File: config.mk
export PLATFORM = sky130hd
export DESIGN_NAME = line_buffer_ctrl
export DESIGN_NICKNAME = d
export VERILOG_FILES = /design/src/rtl/line_buffer_ctrl.sv
export SDC_FILE = /design/constraint.sdc
export NUM_CORES = 1
export LEC_CHECK = 0
export CAP_MARGIN = 20
export CORE_UTILIZATION = 47
export DETAILED_ROUTE_END_ITERATION = 6
export PLACE_DENSITY = 0.9
export SYNTH_ARGS = -nofsm -noshare
export SYNTH_HDL_FRONTEND = slang
export SYNTH_SLANG_ARGS = --single-unit
File: constraint.sdc
create_clock -name clk -period 3 [get_ports clk]
set_input_delay 0.3 -clock clk [delete_from_list [all_inputs] [get_ports clk]]
set_output_delay 0.3 -clock clk [all_outputs]
set_load 0.01 [all_outputs]
File: src/rtl/line_buffer_ctrl.sv
// Sequencer for a rotating KER_SIZE-bank line buffer. Each accepted pixel is written
// into the current row bank while the other banks are read at the same column.
module line_buffer_ctrl #(
  parameter int KER_SIZE = 3,
  parameter int DW       = 32,
  parameter int NW       = 32,
  parameter int AW       = $clog2(NW)
) (
  input  logic                clk,
  input  logic                rst,
  input  logic                start,
  input  logic [AW:0]         cfg_cols,
  input  logic [15:0]         cfg_rows,
  output logic                busy,
  output logic                done,
  output logic                cfg_err,
  input  logic                in_valid,
  output logic                in_ready,
  input  logic [DW-1:0]       in_data,
  output logic [AW-1:0]       sram_a,
  output logic [KER_SIZE-1:0] sram_wen,
  output logic [KER_SIZE-1:0] sram_ren,
  output logic [DW-1:0]       sram_d,
  output logic                out_valid,
  input  logic                out_ready,
  output logic [DW-1:0]       out_cur,
  output logic [AW-1:0]       out_col,
  output logic [15:0]         out_row
);

  localparam int BW = (KER_SIZE > 1) ? $clog2(KER_SIZE) : 1;

  localparam logic [1:0] S_IDLE  = 2'd0;
  localparam logic [1:0] S_RUN   = 2'd1;
  localparam logic [1:0] S_DRAIN = 2'd2;

  logic [1:0]          state;
  logic [AW:0]         cols_q;
  logic [15:0]         rows_q;
  logic [AW-1:0]       col;
  logic [15:0]         row;
  logic [BW-1:0]       bank;
  logic [KER_SIZE-1:0] bank_oh;
  logic                accept;
  logic                col_last;
  logic                row_last;
  logic                win_en;
  logic                cfg_bad;

  assign bank_oh  = KER_SIZE'(1) << bank;
  // Windows exist only once KER_SIZE-1 earlier rows sit in the other banks.
  assign win_en   = (row >= 16'(KER_SIZE - 1));
  assign col_last = ({1'b0, col} == (cols_q - 1'b1));
  assign row_last = (row == (rows_q - 16'd1));
  assign cfg_bad  = (cfg_cols == '0) || (cfg_cols > (AW+1)'(NW)) || (cfg_rows == 16'd0);

  assign busy     = (state != S_IDLE);
  assign in_ready = (state == S_RUN) && (!out_valid || out_ready);
  assign accept   = in_valid && in_ready;
  assign sram_a   = col;
  assign sram_d   = in_data;
  assign sram_wen = accept ? bank_oh : '0;
  assign sram_ren = (accept && win_en) ? ~bank_oh : '0;

  always_ff @(posedge clk) begin
    if (rst) begin
      state   <= S_IDLE;
      cols_q  <= '0;
      rows_q  <= '0;
      col     <= '0;
      row     <= '0;
      bank    <= '0;
      done    <= 1'b0;
      cfg_err <= 1'b0;
    end else begin
      done    <= 1'b0;
      cfg_err <= 1'b0;
      case (state)
        S_IDLE: begin
          if (start) begin
            if (cfg_bad) begin
              cfg_err <= 1'b1;
            end else begin
              cols_q <= cfg_cols;
              rows_q <= cfg_rows;
              col    <= '0;
              row    <= '0;
              bank   <= '0;
              state  <= S_RUN;
            end
          end
        end
        S_RUN: begin
          if (accept) begin
            if (col_last) begin
              col  <= '0;
              row  <= row + 16'd1;
              bank <= (bank == BW'(KER_SIZE - 1)) ? '0 : bank + 1'b1;
              if (row_last) state <= S_DRAIN;
            end else begin
              col <= col + 1'b1;
            end
          end
        end
        S_DRAIN: begin
          if (!out_valid || out_ready) begin
            done  <= 1'b1;
            state <= S_IDLE;
          end
        end
        default: state <= S_IDLE;
      endcase
    end
  end

  // A new window replaces the presented one in the same cycle, so streaming has no bubbles.
  always_ff @(posedge clk) begin
    if (rst) begin
      out_valid <= 1'b0;
      out_cur   <= '0;
      out_col   <= '0;
      out_row   <= '0;
    end else if (accept && win_en) begin
      out_valid <= 1'b1;
      out_cur   <= in_data;
      out_col   <= col;
      out_row   <= row;
    end else if (out_ready) begin
      out_valid <= 1'b0;
    end
  end

endmodule
==> reports/results.txt <==
Largest net degree at the start of global routing: 44. The multiplexer share of the synthesized area came out at 0.146. The worst setup path is launched from a flip-flop.

Setup repair after global routing left no endpoint under its margin. The switching fraction of total power came out at 0.283. The run finished with clean final reports. From synthesis to final layout, the design area changed by 33.0%. TritonCTS built the clock tree. The number of distinct library cells after synthesis is 56, and the number of antenna violations at the first check in global routing is 0. The tools report the launching element of the worst setup path as cols_q[0]. In this run the post-CTS setup repair buffer count came out at 0. The maximum operating frequency came out at 357 MHz. Most instantiated flip-flop cell in the synthesis netlist: dfxtp_1. The remaining max-slew budget at the tightest pin is 0.585.

The synthesized design contains 103 register bits. The logs give 0.00206 mm² for the area of all sequential standard cells and 0.493 for the effective utilization at floorplan. Number of max-cap violations: 0. Traced cell by cell, the critical path runs through inv_1 -> ha_1 -> xor2_1 -> nand2_1 -> or4b_4 -> o31a_4 -> or4_1 -> a21oi_1. The run gives 0 as the final count of hold timing violations. The largest driver fanout on the critical path came out at 28.

The total of hold buffers inserted after clock tree synthesis was 0; the core area was 0.0105 mm². The final clock period utilization by the worst path came out at 0.933. In this run the critical register-to-register path is launched from cols_q[0]. STA puts the critical path data required time at 3.30 ns.

The first global-routing pass estimated 22.3 mm of wire. Ranked by total cell area, the synthesized netlist is headed by dfxtp_1, mux2i_1, nor2_1. For this design the top-level I/O count stands at 160. The first detailed-routing pass took 5 iterations. The tools report the register-to-register setup slack as 0.20 ns. The synthesized design contains 0 enable-type register cells.

The xor and xnor area share after synthesis works out to 0.0425. Maximum level of the CTS H-tree: 3. Detailed placement ended at an HPWL of 10.5 mm. In this run the tool buffered the top-level ports with 159 buffer cells. The tree is rooted in a clkbuf_8. The cell area after technology mapping is 0.00515 mm², and the overall power after layout is 2730 µW. The die is 107 µm tall. The tools report the hold path startpoint as rst. The cell-internal power was 1960 µW; the routability congestion estimate from global placement was 0.891. The leakage power figure is 0.00294 µW, and the combined buffer and inverter count along the critical path is 1. The number of global-route vias before repair is 4499. The share of layout cells above drive strength 1 was 0.0599; the simple-gate share of the synthesized area was 0.220.

The number of failing setup endpoints in the final timing report was 0; the post-cts sizing count was 1. The die covers 0.0114 mm². Post-route worst hold slack: 0.370 ns.

Synthesis produced 580 cells. The Yosys step of the flow raised 0 warnings. The share of synthesized area occupied by flip-flops and latches was 0.400; the DRC violation total after the first TritonRoute iteration was 284. Clock-pin slew was measured on the worst setup and hold paths at 0.10 ns.

Summed over all instances, the cell type with the most area after synthesis is dfxtp_1. The clock network power share was 0.297; the total detailed-routing wirelength was 13.9 mm. Dividing the detail-routed wire length by the instance count gives 16.6 µm.

The total overflow left after global routing is 0. The tightest min-delay check is of the input port to flip-flop type. Complex-gate fraction of the synthesized area: 0.0951. The category of the critical setup timing path is flip-flop to flip-flop. The main combinational cell family by area after synthesis was simple AND/OR/NAND/NOR gates. The top cell type's share of synthesized area is 0.400. The tools report the critical path capture point type as a flip-flop. The via density per instance works out to 5.62.

The number of buffers inserted during clock tree synthesis was 9; the number of sinks on the clock net was 103. The run gives 0 as the number of design rule violations left after detail routing. The later pin in the worst-skew pair is clocked with a latency of 0.37 ns.

The arithmetic-cell share of the synthesized area counting full adders, half adders and majority gates is 0.0121. On the critical path, the stage with the largest delay is an instance of or4b_4. The clock tree buffer depth is 2, and the largest clock skew in the final design is 0.00956 ns. On the critical path the largest part of the delay comes from simple AND/OR/NAND/NOR gates. The peak ir drop on the vdd network is 0.249 mV, and the area occupied by multi-input gates is 0.00267 mm². Overall global routing resource usage: 0.245. For the final routed database, the setup TNS stands at 0 ns. After filler insertion, the fill cell instance count of the layout stands at 880. The run gives 0 as the number of max-slew violations in the final report. The final layout contains 761 nets. The die is 107 µm wide. The critical path's largest stage delay came out at 0.55 ns. In this run the remaining antenna-violating nets after routing total 0. The slew at the pin closest to its max-slew limit is 0.617 ns.

Each instance of the synthesized netlist takes up on average 8.89 µm². The share of async-settable or async-resettable flops after synthesis was 0; the net switching power of the design was 774 µW. The tools report the proportion of power drawn by flip-flops and latches as 0.524. The run gives 644 as the net count of the mapped netlist. The logs give 0.179 for the combinational share of power and 37 for the row count. The power per standard cell area was 398 mW/mm²; the count of inserted antenna diode cells was 0. The total number of vias is 4701. The worst path arrival time came out at 3.10 ns. The smallest clock period supported by the final layout is computed as 2.80 ns.
==> per-stage QoR <==
step / util / instances / worst slack, ns / area [µm²]
final: 0.655 / 837 / 0.202 / 6860
after global routing: 0.655 / 837 / 0.0228 / 6860
after CTS: 0.655 / 837 / 0.106 / 6850
after detailed placement: 0.637 / 822 / 0.0439 / 6670
after global placement: 0.637 / 822 / 0.206 / 6670
after floorplan: - / 580 / 0.453 / 5150
==> per-layer routing <==
layer	part of all wire	global-route usage	up-vias
met4	0.017	0.0783	0
li1	-	-	2268
met5	0	0	-
met3	0.055	0.0432	25
met1	0.41	0.308	2224
met2	0.51	0.426	184
==> logic make-up after synthesis <==
group	count (synthesis)
AO/OA/AOI/OAI	75
XOR/XNOR	25
adder cells (fa/ha/maj)	5
buffers and inverters	81
flip-flops	103
multiplexers	75
AND/OR/NAND/NOR	216
==> path summary, 6_finish.rpt <==
check / end / depth (start not counted)
max: row[11] / 8
min: out_cur[5] / 2
min reg2reg: out_cur[22] / 2
max reg2reg: row[11] / 8
==> power groups by stage <==
stage                     sequential [µW]  combinational, µW  clock [µW]
final                                1430                489         811
after global routing                 1430                532         887
after CTS                            1430                485         831
after detailed placement             1460                481           0
after global placement               1460                465           0
after floorplan                      1450                300           0
==> synthesized netlist by cell type, types with 4 or more instances <==
cell,number
ha_1,5
or3_1,8
o31ai_1,15
a21oi_1,26
nand3b_1,4
mux2i_1,74
xnor2_1,15
or4_1,16
nor4b_1,5
a31oi_1,4
nand4_1,8
nand2b_1,6
buf_2,4
buf_1,6
and3_1,5
dfxtp_1,103
nand2_1,13
xor2_1,10
nor2_1,87
nor3_1,18
buf_4,32
nand3_1,12
inv_1,13
o21ai_0,8
clkbuf_1,25
nor4_1,15
==> layout make-up <==
| class | count | area share |
|---|---|---|
| tap | 136 | 0.0248 |
| timing repair buffer | 174 | 0.251 |
| inverter | 13 | 0.00712 |
| clock inverter | 6 | 0.00803 |
| sequential | 103 | 0.301 |
| clock buffer | 9 | 0.0181 |
| multi-input combinational | 396 | 0.390 |
==> state kept, by name (all words and copies together) (netlist names) <==
signal / count
done: 1
sram_a: 5
cfg_err: 1
out_row: 16
row: 16
out_col: 5
state: 2
out_valid: 1
bank: 2
out_cur: 32
rows_q: 16
cols_q: 6
==> placed cells by master, fill, tap and decap left out, types with 3 or more instances in the layout <==
| cell type | count |
|---|---|
| nand3b_1 | 4 |
| or4_1 | 16 |
| ha_1 | 5 |
| a21oi_1 | 26 |
| and3_1 | 5 |
| o31ai_1 | 15 |
| or3_1 | 8 |
| a31oi_1 | 4 |
| nand2_1 | 12 |
| buf_4 | 13 |
| nor4b_1 | 5 |
| and2_1 | 3 |
| clkbuf_8 | 9 |
| or2_2 | 3 |
| clkdlybuf4s50_1 | 158 |
| mux2i_1 | 74 |
| nor2b_1 | 3 |
| xnor2_1 | 15 |
| nor2_1 | 87 |
| xor2_1 | 10 |
| nand2b_1 | 6 |
| nor3_1 | 18 |
| inv_1 | 13 |
| nand4b_1 | 3 |
| nand3_1 | 12 |
| dfxtp_1 | 103 |
| nor4_1 | 15 |
| o21ai_0 | 8 |
| nand4_1 | 8 |
| o211ai_1 | 3 |
Power figures use the tool's default switching activity.
